File: src/rtl/datamover_engine_pkg.sv
// Shared types for the datamover stream engine: FSM encoding and the
// controller-facing control/flag records.
package datamover_package;

  localparam int unsigned ENG_CNT_W = 16;

  typedef enum logic [1:0] {
    IDLE  = 2'd0,
    RUN   = 2'd1,
    DRAIN = 2'd2,
    DONE  = 2'd3
  } engine_state_e;

  typedef struct packed {
    logic                 start;
    logic [ENG_CNT_W-1:0] len;
  } ctrl_engine_t;

  typedef struct packed {
    logic                 busy;
    logic                 done;
    logic [ENG_CNT_W-1:0] beat_cnt;
  } flags_engine_t;

endpackage

File: src/rtl/hwpe_stream_intf_stream.sv
// Minimal HWPE-Stream handshake bundle: valid/ready with data and byte strobes.
interface hwpe_stream_intf_stream #(
  parameter int unsigned DATA_WIDTH = 32
);
  localparam int unsigned STRB_WIDTH = DATA_WIDTH / 8;

  logic                  valid;
  logic                  ready;
  logic [DATA_WIDTH-1:0] data;
  logic [STRB_WIDTH-1:0] strb;

  modport source (output valid, output data, output strb, input ready);
  modport sink   (input valid, input data, input strb, output ready);
endinterface

File: src/rtl/datamover_engine_fifo.sv
// Small data+strobe FIFO with async active-high reset and sync clear.
// Head word reads as zero while empty so the stream output idles clean.
module datamover_engine_fifo #(
  parameter int unsigned BW    = 32,
  parameter int unsigned DEPTH = 4
) (
  input  logic                 clk_i,
  input  logic                 rst_i,
  input  logic                 clear_i,
  input  logic                 push_i,
  input  logic [BW+BW/8-1:0]   push_data_i,
  input  logic                 pop_i,
  output logic [BW+BW/8-1:0]   pop_data_o,
  output logic                 full_o,
  output logic                 empty_o
);
  localparam int unsigned W  = BW + BW / 8;
  localparam int unsigned AW = $clog2(DEPTH);
  localparam logic [AW:0] FULL_OCC = (AW+1)'(DEPTH);

  logic [W-1:0]  mem [DEPTH];
  logic [AW-1:0] wr_ptr, rd_ptr;
  logic [AW:0]   occ;
  logic          push_ok, pop_ok;

  assign full_o  = (occ == FULL_OCC);
  assign empty_o = (occ == '0);
  // No full-bypass: a push while full is dropped even if a pop coincides.
  assign push_ok = push_i & ~full_o;
  assign pop_ok  = pop_i & ~empty_o;
  assign pop_data_o = empty_o ? '0 : mem[rd_ptr];

  always_ff @(posedge clk_i or posedge rst_i) begin
    if (rst_i) begin
      wr_ptr <= '0;
      rd_ptr <= '0;
      occ    <= '0;
      for (int i = 0; i < DEPTH; i++) mem[i] <= '0;
    end else if (clear_i) begin
      wr_ptr <= '0;
      rd_ptr <= '0;
      occ    <= '0;
      for (int i = 0; i < DEPTH; i++) mem[i] <= '0;
    end else begin
      if (push_ok) begin
        mem[wr_ptr] <= push_data_i;
        wr_ptr      <= wr_ptr + AW'(1);
      end
      if (pop_ok) rd_ptr <= rd_ptr + AW'(1);
      case ({push_ok, pop_ok})
        2'b10:   occ <= occ + (AW+1)'(1);
        2'b01:   occ <= occ - (AW+1)'(1);
        default: occ <= occ;
      endcase
    end
  end

endmodule

File: src/rtl/datamover_engine.sv
// Stream engine between the datamover load and store paths: accepts exactly
// len beats, buffers them and forwards them unchanged, reporting progress.
module datamover_engine
  import datamover_package::*;
#(
  parameter int unsigned BW        = 32,
  parameter int unsigned BUF_DEPTH = 4,
  parameter int unsigned CNT_W     = 16
) (
  input  logic             clk_i,
  input  logic             rst_i,
  input  logic             clear_i,
  input  logic             enable_i,
  input  logic             start_i,
  input  logic [CNT_W-1:0] len_i,
  hwpe_stream_intf_stream.sink   data_in,
  hwpe_stream_intf_stream.source data_out,
  output logic             busy_o,
  output logic             done_o,
  output logic [CNT_W-1:0] beat_cnt_o
);
  engine_state_e    state;
  logic [CNT_W-1:0] len_q, in_cnt, out_cnt;
  logic             fifo_full, fifo_empty;
  logic             push, pop;

  assign data_in.ready  = (state == RUN) & enable_i & ~fifo_full & (in_cnt != len_q);
  assign data_out.valid = ~fifo_empty;
  assign push = data_in.valid & data_in.ready;
  assign pop  = data_out.valid & data_out.ready;

  assign busy_o     = (state == RUN) | (state == DRAIN);
  assign done_o     = (state == DONE);
  assign beat_cnt_o = out_cnt;

  datamover_engine_fifo #(
    .BW    (BW),
    .DEPTH (BUF_DEPTH)
  ) i_fifo (
    .clk_i       (clk_i),
    .rst_i       (rst_i),
    .clear_i     (clear_i),
    .push_i      (push),
    .push_data_i ({data_in.strb, data_in.data}),
    .pop_i       (pop),
    .pop_data_o  ({data_out.strb, data_out.data}),
    .full_o      (fifo_full),
    .empty_o     (fifo_empty)
  );

  always_ff @(posedge clk_i or posedge rst_i) begin
    if (rst_i) begin
      state   <= IDLE;
      len_q   <= '0;
      in_cnt  <= '0;
      out_cnt <= '0;
    end else if (clear_i) begin
      state   <= IDLE;
      len_q   <= '0;
      in_cnt  <= '0;
      out_cnt <= '0;
    end else begin
      if (push) in_cnt  <= in_cnt + CNT_W'(1);
      if (pop)  out_cnt <= out_cnt + CNT_W'(1);
      case (state)
        IDLE: if (start_i) begin
          // Counters restart per job; beat_cnt_o holds the last job's count until then.
          len_q   <= len_i;
          in_cnt  <= '0;
          out_cnt <= '0;
          state   <= (len_i != '0) ? RUN : DONE;
        end
        RUN:     if (in_cnt == len_q)  state <= DRAIN;
        DRAIN:   if (out_cnt == len_q) state <= DONE;
        DONE:    state <= IDLE;
        default: state <= IDLE;
      endcase
    end
  end

endmodule

File: src/flat_wrapper.sv
// flat-port wrapper written by rule: the top's interface ports become plain ports
module datamover_engine_flat import datamover_package::*;
#(
  parameter int unsigned BW        = 32,
  parameter int unsigned BUF_DEPTH = 4,
  parameter int unsigned CNT_W     = 16
)
  (clk_i, rst_i, clear_i, enable_i, start_i, len_i, busy_o, done_o, beat_cnt_o, data_in_valid, data_in_data, data_in_strb, data_in_ready, data_out_valid, data_out_data, data_out_strb, data_out_ready);
  hwpe_stream_intf_stream #(.DATA_WIDTH(BW)) data_in_i ();
  hwpe_stream_intf_stream #(.DATA_WIDTH(BW)) data_out_i ();
  input  logic clk_i;
  input  logic rst_i;
  input  logic clear_i;
  input  logic enable_i;
  input  logic start_i;
  input  logic [CNT_W-1:0] len_i;
  output logic busy_o;
  output logic done_o;
  output logic [CNT_W-1:0] beat_cnt_o;
  input wire logic [$bits(data_in_i.valid)-1:0] data_in_valid;
  input wire logic [$bits(data_in_i.data)-1:0] data_in_data;
  input wire logic [$bits(data_in_i.strb)-1:0] data_in_strb;
  output wire logic [$bits(data_in_i.ready)-1:0] data_in_ready;
  output wire logic [$bits(data_out_i.valid)-1:0] data_out_valid;
  output wire logic [$bits(data_out_i.data)-1:0] data_out_data;
  output wire logic [$bits(data_out_i.strb)-1:0] data_out_strb;
  input wire logic [$bits(data_out_i.ready)-1:0] data_out_ready;
  assign data_in_i.valid = data_in_valid;
  assign data_in_i.data = data_in_data;
  assign data_in_i.strb = data_in_strb;
  assign data_in_ready = data_in_i.ready;
  assign data_out_valid = data_out_i.valid;
  assign data_out_data = data_out_i.data;
  assign data_out_strb = data_out_i.strb;
  assign data_out_i.ready = data_out_ready;
  datamover_engine #(.BW(BW), .BUF_DEPTH(BUF_DEPTH), .CNT_W(CNT_W)) u_core (.clk_i(clk_i), .rst_i(rst_i), .clear_i(clear_i), .enable_i(enable_i), .start_i(start_i), .len_i(len_i), .data_in(data_in_i), .data_out(data_out_i), .busy_o(busy_o), .done_o(done_o), .beat_cnt_o(beat_cnt_o));
endmodule
File: config.mk
export PLATFORM = sky130hd
export DESIGN_NAME = datamover_engine_flat
export DESIGN_NICKNAME = d
export VERILOG_FILES = /design/src/rtl/datamover_engine_pkg.sv /design/src/rtl/hwpe_stream_intf_stream.sv /design/src/rtl/datamover_engine_fifo.sv /design/src/rtl/datamover_engine.sv /design/src/flat_wrapper.sv
export SDC_FILE = /design/constraint.sdc
export NUM_CORES = 1
export LEC_CHECK = 0
export CORE_AREA = 2 2 195 197
export CTS_BUF_LIST = sky130_fd_sc_hd__clkbuf_8
export CTS_CLUSTER_SIZE = 24
export DETAILED_ROUTE_END_ITERATION = 6
export DIE_AREA = 0 0 197 199
export DONT_BUFFER_PORTS = 1
export GPL_TIMING_DRIVEN = 1
export MAX_ROUTING_LAYER = met4
export PLACE_DENSITY_LB_ADDON = 0.3
export SETUP_SLACK_MARGIN = 0.2
export SYNTH_ARGS = -nofsm -noshare
export SYNTH_HDL_FRONTEND = slang
export SYNTH_SLANG_ARGS = --single-unit
export TNS_END_PERCENT = 20
File: constraint.sdc
create_clock -name clk_i -period 7.4 [get_ports clk_i]
set_input_delay 2.22 -clock clk_i [delete_from_list [all_inputs] [get_ports clk_i]]
set_output_delay 2.22 -clock clk_i [all_outputs]
set_load 0.05 [all_outputs]
==> flow_summary.json <==
{
  "outcome": "complete, no violations",
  "grt_setup_unrepaired": "false",
  "syn_area_um2": 11000,
  "p_per_area_nw_per_um2": 233,
  "synth_top_cell_by_area": "dfrtp_1",
  "syn_to_final_growth_pct": 10.1,
  "grt.overflow.total": 0,
  "wl_per_cell_um": 18.5,
  "place_area_um2": 11300,
  "hp-start": "u_core.i_fifo.mem[63]$_DFFE_PP0P_",
  "ys_seq_elements": 201,
  "clk_pin_slew_ns": 0.06,
  "drive_above_1_share": 0.114,
  "antenna_left": 0,
  "synthTopCellsByArea": "dfrtp_1, mux2i_1, nand2b_1",
  "cts_setup_buffers": 0,
  "synth_edf_count": 0,
  "use_met1": 0.185,
  "syn_nets": 1053,
  "post_drt_via_cell_ratio": 4.89,
  "seq_area_frac_synth": 0.459,
  "p_leak_nw": 5.58,
  "power.total_mw": 2.82,
  "fin_tns_setup_ns": 0,
  "grt_max_degree": 223,
  "dp_slack_ns": 2.30,
  "hp-class": "flip-flop to flip-flop",
  "top_usage_layer": "met2",
  "worstSetupPathType": "flip-flop to output pin",
  "yosysTopAreaCellShare": 0.459,
  "vias": 7179,
  "h-tree-depth": 2,
  "ff_latch_area_um2": 5030,
  "maxSlewViolCount": 0,
  "cts_root_buf": "clkbuf_8",
  "worst_slew_pin_slew_ns": 1.14,
  "placedCellCount": 1401,
  "skew_ns": 0.0158,
  "met3_usage": 0.0427,
  "nets": 1038,
  "dominantRegCellSynth": "dfrtp_1",
  "r2r_start": "u_core.in_cnt[3]$_DFF_PP0_",
  "globalRouteTotalUtil": 0.146,
  "period_needed_ns": 5.30,
  "final_cell_area_um2": 12100,
  "met2_usage": 0.228,
  "postCtsHoldBufs": 0,
  "yosysUniqueCellTypes": 48,
  "grt_pass1_wl_mm": 43.3,
  "grt_pass1_vias": 7543,
  "setup.worst_path.start": "u_core.i_fifo.rd_ptr[0]$_DFFE_PP0P_",
  "drtIter0Drc": 292,
  "clockBufferDepth": 3,
  "core_area_um2": 37100,
  "drc_errors": 0,
  "postSynthAreaPerCell_um2": 11.1,
  "hold_viol_final": 0,
  "numPortBuffers": 0,
  "io_pins": 115,
  "fp.dieH_um": 199,
  "crit_fanout": 21,
  "finalNonFillerCells": 1467,
  "critPathCaptureType": "output pin",
  "totalWireLength_mm": 27.1,
  "multi_input_comb_area_um2": 5530,
  "setup_viol": 0,
  "cp_data_arrival_time_ns": 3.08,
  "fmax_mhz": 189,
  "dieArea_um2": 39200,
  "rows": 71,
  "slew_headroom": 0.238,
  "async_flop_share": 1.00,
  "dp_hpwl_mm": 15.9,
  "timing.final.ws_setup_ns": 2.10,
  "cts_tree": "built",
  "ys.warnings.count": 0,
  "initial_core_util": 0.295,
  "required_ns": 5.18,
  "synth_cells": 983,
  "finalCritPeriodShare": 0.717,
  "firstDrtPassIters": 5,
  "numCtsBuffers": 39,
  "ir_drop_mv": 0.121,
  "worstSkewPairLatency_ns": 0.57,
  "fill_cells": 3767,
  "dieWidth_um": 197,
  "antenna_found_initial": 1,
  "cts.sinks": 201,
  "cts-resized-gates": 0,
  "place_congestion": 0.771,
  "drv_cap": 0,
  "crit_path_start_kind": "flip-flop"
}
[registers in the layout, summed over array words and instances, names as in the netlist]
name                  count
u_core.in_cnt            16
u_core.beat_cnt_o        16
u_core.i_fifo.wr_ptr      2
u_core.i_fifo.occ         3
u_core.state              2
u_core.len_q             16
u_core.i_fifo.rd_ptr      2
u_core.i_fifo.mem       144
[cell usage in the layout, fill, tap and decap left out, types with 2 or more instances in the layout]
master      netlist  layout
a21oi_1          29      29
and2_1            2       2
and3_1            3       3
and4_1            2       2
buf_4             3      13
clkbuf_8          0      47
clkinv_2          0       2
clkinvlp_4        0       2
dfrtp_1         201     199
dfrtp_2           0       2
ha_1             10      10
inv_1            10      22
mux2i_1         150     150
mux4_2           36      36
nand2_1          57      57
nand2b_1        184     184
nand3_1          19      16
nand3_2           0       3
nand4_1          18      18
nor2_1           29      29
nor2b_1          37      37
nor3_1           14      13
nor3b_1           4       4
nor4_1           11      11
o21ai_0          10      10
o31ai_1           5       5
or3_1            11      11
or4_1             5       5
xnor2_1          25      25
xor2_1           22      22
[power by group]
group | internal [mW] | switching [mW]
Combinational | 0.183 | 0.330
Clock | 0.606 | 0.489
Sequential | 1.14 | 0.0708
Total | 1.93 | 0.890
[cell type report]
type	instances	area share
antenna	1	0.000207
inverter	10	0.00342
clock buffer	47	0.0536
timing repair buffer	14	0.00974
tap	474	0.0491
clock inverter	18	0.00871
multi-input combinational	702	0.458
sequential	201	0.417
[stage by stage]
| stage | hold slack, ns | utilization |
|---|---|---|
| after floorplan | 0.510 | - |
| after global placement | 0.525 | 0.305 |
| after detailed placement | 0.529 | 0.305 |
| after CTS | 0.541 | 0.325 |
| after global routing | 0.556 | 0.325 |
| final | 0.538 | 0.325 |
[cells in the mapped netlist, types with 2 or more instances]
library cell,number
dfrtp_1,201
nand2b_1,184
mux2i_1,150
nand2_1,57
clkbuf_1,44
nor2b_1,37
mux4_2,36
a21oi_1,29
nor2_1,29
xnor2_1,25
xor2_1,22
nand3_1,19
nand4_1,18
nor3_1,14
buf_6,13
nor4_1,11
or3_1,11
ha_1,10
inv_1,10
o21ai_0,10
buf_2,7
o31ai_1,5
or4_1,5
nor3b_1,4
and3_1,3
buf_1,3
buf_4,3
and2_1,2
and4_1,2
[logic make-up after synthesis]
kind of cell | after synthesis | synth area share
simple gates | 398 | 0.206
flops | 201 | 0.459
mux | 186 | 0.211
buf+inv | 80 | 0.0381
compound gates | 59 | 0.0339
xor+xnor | 48 | 0.0390
fa+ha+maj | 11 | 0.0132
[routing by layer]
metal,part of all wire,up-vias
li1,-,3371
met1,0.46,3629
met2,0.47,149
met3,0.058,30
met4,0.015,0
met5,0,-
[final timing paths]
| check | endpoint | slack (ns) | cells past startpoint |
|---|---|---|---|
| max | data_out_strb[1] | 2.10 | 3 |
| min | u_core.i_fifo.mem[63]$_DFFE_PP0P_ | 0.54 | 2 |
| max reg2reg | u_core.i_fifo.mem[41]$_DFFE_PP0P_ | 4.36 | 7 |
| min reg2reg | u_core.i_fifo.mem[63]$_DFFE_PP0P_ | 0.54 | 2 |
| max in group asynchronous | u_core.i_fifo.rd_ptr[1]$_DFFE_PP0P_ | 4.91 | 2 |
| min in group asynchronous | u_core.i_fifo.occ[0]$_DFFE_PP0P_ | 1.72 | 2 |
[worst max-delay path, stage by stage, from the launching register on]
cell and delay [ns]:
dfrtp_2 0.90, buf_4 0.49, mux4_2 0.29, nor2b_1 0.81
Note: power is estimated with default switching activity, not from simulation.
==> RTL edit 1, RTL diff (same settings) <==
`BW` is set to 32 in 3 places; all go to 16.
--- a/src/rtl/datamover_engine_fifo.sv
+++ b/src/rtl/datamover_engine_fifo.sv
@@ -1,7 +1,7 @@
 // Small data+strobe FIFO with async active-high reset and sync clear.
 // Head word reads as zero while empty so the stream output idles clean.
 module datamover_engine_fifo #(
-  parameter int unsigned BW    = 32,
+  parameter int unsigned BW    = 16,
   parameter int unsigned DEPTH = 4
 ) (
   input  logic                 clk_i,
--- a/src/rtl/datamover_engine.sv
+++ b/src/rtl/datamover_engine.sv
@@ -3,7 +3,7 @@
 module datamover_engine
   import datamover_package::*;
 #(
-  parameter int unsigned BW        = 32,
+  parameter int unsigned BW        = 16,
   parameter int unsigned BUF_DEPTH = 4,
   parameter int unsigned CNT_W     = 16
 ) (
--- a/src/flat_wrapper.sv
+++ b/src/flat_wrapper.sv
@@ -1,7 +1,7 @@
 // flat-port wrapper written by rule: the top's interface ports become plain ports
 module datamover_engine_flat import datamover_package::*;
 #(
-  parameter int unsigned BW        = 32,
+  parameter int unsigned BW        = 16,
   parameter int unsigned BUF_DEPTH = 4,
   parameter int unsigned CNT_W     = 16
 )
Ports: changed (resized data_in_data, data_in_strb, data_out_data and data_out_strb); port bits go from 115 to 79. No check against the original RTL was run, so the function may have changed too.
==> RTL edit 1 against the unedited design <==
- synthesized area fell by 39%
- sequential cell count down 72
- critical path depth fell by 2
- routed wire length shrank 32%
- total power fell by 33%
- count of clock-buffer cells in the layout shrank 29
- sequential power down 34%
- critical path type is now in -> out
- design area is 38% lower
- maximum frequency rose by 8.6%
- setup slack gained 0.42 ns
==> RTL edit 1: results <==
[run_status]
status = complete, no violations

[min_path]
holdPathStages = 2
holdCritPathClass = reg -> reg
min-delay-start = u_core.i_fifo.mem[51]$_DFFE_PP0P_
min_to = u_core.i_fifo.mem[51]$_DFFE_PP0P_

[clock_network]
cts_buffers = 17
clockRootBuffer = clkbuf_8
insertion_delay_ns = 0.47
cts.repair.resized = 0
path_clk_slew_ns = 0.08
clk_path_buf_depth = 2
cts_max_level = 4

[logic_synthesis]
synth_nets = 676
synth_top_cells_by_area = dfrtp_1 49%, mux2i_1 11%, mux4_2 6.1%, nor2_1 6.0%, xor2_1 4.0%
async_reset_ff_frac = 1.000
seq_area_frac_synth = 0.4864
synth_cells = 624
ys.flop_type = dfrtp_1
ys_warn_count = 0
synthTopCellsByCount = 129 x dfrtp_1, 106 x nor2_1, 75 x mux2i_1, 51 x nand2_1
synth_cell_types = 40

[global_route]
grt_pass1_vias = 4787
grt_start_max_net_pins = 100
antenna_found_initial = 2
grt_pass1_wl_mm = 28.57
track_usage = 0.1001

[critical_path]
regToRegSetupSlack_ns = 4.60
reg2reg_depth = 6
cp_data_arrival_time_ns = 2.66
r2r_end = u_core.i_fifo.mem[36]$_DFFE_PP0P_
timing.rr.start = u_core.in_cnt[3]$_DFF_PP0_
slowest_stage = and3_1
critPathMaxFanout = 2
path_delay_family = simple AND/OR/NAND/NOR gates
critPathMaxStageDelay_ns = 0.44

[cells_and_area]
drive_above_1_share = 0.1049
nets = 668
fillers = 4050
final_cells = 1103
largest_register_ffs = 72
antenna_cells = 0
top_register = u_core.i_fifo.mem

[drt]
viasPerCell = 4.092
wl_met2_mm = 8.474
drt-initial-drc-count = 186
dr.pass1.iters = 4
totalWireLength_mm = 18.33
wl_met3_mm = 1.235
met1_length_mm = 8.432

[timing]
hold_viol = 0
skew_ns = 0.02457
slew_headroom = 0.2700

[placement]
place_hpwl_mm = 11.82
io_buffer_count = 0
place_congestion = 0.7640

[pwr]
peakVddDrop_mv = 0.1021
internal_power_w = 0.001205
power_leakage_nw = 3.636
RTL edit 1: cell count changes after synthesis, moves of 10 or more:
cell	change
nor2b_1	-17
nor2_1	+77
mux2i_1	-75
clkbuf_1	-18
nand2b_1	-184
nor3_1	-10
dfrtp_1	-72
mux4_2	-18
RTL edit 1: cell type report:
class / instances / area (um^2) / share of cell area
inverter: 11 / 46.29 / 0.006151
timing repair buffer: 8 / 60.06 / 0.007980
clock buffer: 18 / 247.7 / 0.03292
multi-input combinational: 449 / 3184 / 0.4231
sequential: 129 / 3228 / 0.4289
clock inverter: 14 / 166.4 / 0.02211
tap: 474 / 593.1 / 0.07880
RTL edit 1: worst min-delay path: stages (launching register included):
cell,delay [ns]
dfrtp_1,0.34
mux2i_1,0.06
nor2_1,0.08
RTL edit 1: power groups by stage:
stage                     clock network, W  registers [W]  logic, W
after floorplan                          0       0.000793  0.000349
after global placement                   0       0.000811  0.000448
after detailed placement                 0       0.000811  0.000452
after CTS                         0.000689       0.000797  0.000454
after global routing              0.000712       0.000804  0.000493
final                             0.000655       0.000796  0.000442
RTL edit 1: logic make-up (layout without fill, tap and decap cells):
group,count (synthesis),in the layout,synth area share
and+or+nand+nor,239,239,0.1642
DFF,129,129,0.4864
muxes,95,95,0.1776
xor gates and xnor gates,54,54,0.07127
AOI/OAI and AO/OA,50,50,0.04412
buffers and inverters,46,51,0.03450
adders and majority gates,11,11,0.02187
RTL edit 1: worst max-delay path by stage:
stage	endpoint	slack (ns)	depth (start not counted)	start
2_1_floorplan	u_core.beat_cnt_o[0]$_DFF_PP0_	1.74	1	rst_i
3_3_place_gp	data_in_ready	2.51	1	enable_i
3_5_place_dp	data_in_ready	2.51	1	enable_i
4_1_cts	data_in_ready	2.51	1	enable_i
5_1_grt	data_in_ready	2.51	1	enable_i
6_report	data_in_ready	2.52	1	enable_i
RTL edit 1: layer usage:
layer,GRT usage,vias up
li1,-,2118
met1,0.1251,2282
met2,0.1547,98
met3,0.03544,16
met4,0.02395,0
met5,-,-
RTL edit 1: through the flow:
stage	utilization	hold WS [ns]	setup WS (ns)	area, um^2
after floorplan	-	0.4837	1.739	6636
after global placement	0.1915	0.4983	2.511	7112
after detailed placement	0.1915	0.5104	2.515	7112
after CTS	0.2027	0.5310	2.515	7526
after global routing	0.2027	0.5567	2.511	7526
final	0.2027	0.5210	2.517	7526
==> RTL edit 2, RTL diff (config.mk and constraints unchanged) <==
Without the edit above. Register the output `beat_cnt_o` once more; this adds one clock of latency there. The other outputs are not delayed to match.
--- a/src/rtl/datamover_engine.sv
+++ b/src/rtl/datamover_engine.sv
@@ -31,7 +31,9 @@
 
   assign busy_o     = (state == RUN) | (state == DRAIN);
   assign done_o     = (state == DONE);
-  assign beat_cnt_o = out_cnt;
+  always_ff @(posedge clk_i) begin
+    beat_cnt_o <= out_cnt;
+  end
 
   datamover_engine_fifo #(
     .BW    (BW),
Behaviour: not the same (Yosys sat finds a counterexample within 4 cycles, from zero or initial values and one cycle with rst_i high).
==> RTL edit 2 against the unedited design <==
- synthesized area fell by 4.3%
- routed wire length grew 15%
- sequential cell count is 16 higher
- design area is 2.7% lower
- via count rose by 10%
- critical endpoint is now data_out_data[17]
- setup slack worse by 0.024 ns
- non-clock buffer count increased by 3
- total power grew 15%
==> RTL edit 2: results <==
[clock_network]
clk_path_buf_depth = 3
cts_buffers = 43
clock-sinks = 217
cts_max_level = 2
insertion_delay_ns = 0.58

[placement]
placed_cell_area_um2 = 10850
dp.cells = 1461
place_congestion = 0.8023
place_hpwl_mm = 17.40
place_ws_ns = 2.516
io_buffer_count = 0

[logic_synthesis]
synth_compound_area_frac = 0.09558
async_reset_ff_frac = 0.9263
avgSynthCellArea_um2 = 9.967
synth_top_cells_by_area = dfrtp_1 48%, mux4_2 7.7%, a21oi_1 7.2%, nand3_1 7.2%, nand2_1 5.8%
synth_cell_types = 41
ys.flop_type = dfrtp_1
synthTopCellsByCount = 201 x dfrtp_1, 163 x nand2_1, 151 x a21oi_1, 151 x nand3_1, 40 x nor2_1
synth_fa_ha_area_frac = 0.01384
muxShareOfSynthArea = 0.08138
synth_nets = 1122
synth_xor_area_frac = 0.05418
seq_area_frac_synth = 0.5103

[critical_path]
critPathMaxFanout = 27
required_ns = 5.18

[drt]
vias = 7929
drt-initial-drc-count = 546
met1_length_mm = 13.97
wl_met3_mm = 2.173
wl_met2_mm = 14.23
totalWireLength_mm = 31.25
wl_per_cell_um = 20.33

[cells_and_area]
drive_above_1_share = 0.1279
largest_register_ffs = 144
antenna_cells = 0
fillers = 3864
multi_input_area_um2 = 4732
top_register = u_core.i_fifo.mem

[timing]
slew_headroom = 0.1921
skew_ns = 0.01963

[pwr]
peakVddDrop_mv = 0.1546
power_leakage_nw = 4.651

[run_status]
status = complete, no violations

[global_route]
antenna_found_initial = 0
track_usage = 0.1661
grt_pass1_wl_mm = 48.62
grt_pass1_vias = 7968
grt_start_max_net_pins = 160
use_met3 = 0.03866
met2_usage = 0.2459
use_met1 = 0.2225
## RTL edit 2: power breakdown
part | leakage [nW] | total, W | internal, W | switching (W)
logic | 1.22 | 0.000629 | 0.000202 | 0.000427
clock network | 0.509 | 0.00128 | 0.000724 | 0.000554
registers | 2.92 | 0.00134 | 0.00123 | 0.000108
## RTL edit 2: worst max-delay path, cell delays in order (launching register included)
cell and delay, ns:
dfrtp_2 1.09, buf_4 0.41, mux4_2 0.26, nor2b_1 0.77
## RTL edit 2: cell families after synthesis
logic type / Yosys count
flops: 217
xor+xnor: 64
compound gates: 178
fa+ha+maj: 11
mux: 40
buf+inv: 90
simple gates: 452
## RTL edit 2: final timing paths
| path | startpoint | end | slack, ns | cells after the start |
|---|---|---|---|---|
| setup / recovery | u_core.i_fifo.rd_ptr[0]$_DFFE_PP0P_ | data_out_data[17] | 2.07 | 3 |
| hold / removal | u_core.out_cnt[15]$_DFF_PP0_ | u_core.beat_cnt_o[15]$_DFF_P_ | 0.46 | 0 |
| setup reg to reg | u_core.len_q[15]$_DFFE_PP0P_ | u_core.i_fifo.mem[84]$_DFFE_PP0P_ | 4.17 | 8 |
| hold reg to reg | u_core.out_cnt[15]$_DFF_PP0_ | u_core.beat_cnt_o[15]$_DFF_P_ | 0.46 | 0 |
| max in group asynchronous | rst_i | u_core.in_cnt[9]$_DFF_PP0_ | 4.60 | 2 |
| min in group asynchronous | rst_i | u_core.i_fifo.mem[58]$_DFFE_PP0P_ | 1.54 | 1 |
## RTL edit 2: area by class of cell
cell class	instances	share of cell area
clock buffers	54	0.06330
multi-input cells	745	0.4030
flip-flops and latches	217	0.4559
clock inverters	22	0.01247
inverters	8	0.002877
repair buffers	17	0.01194
well taps	474	0.05051
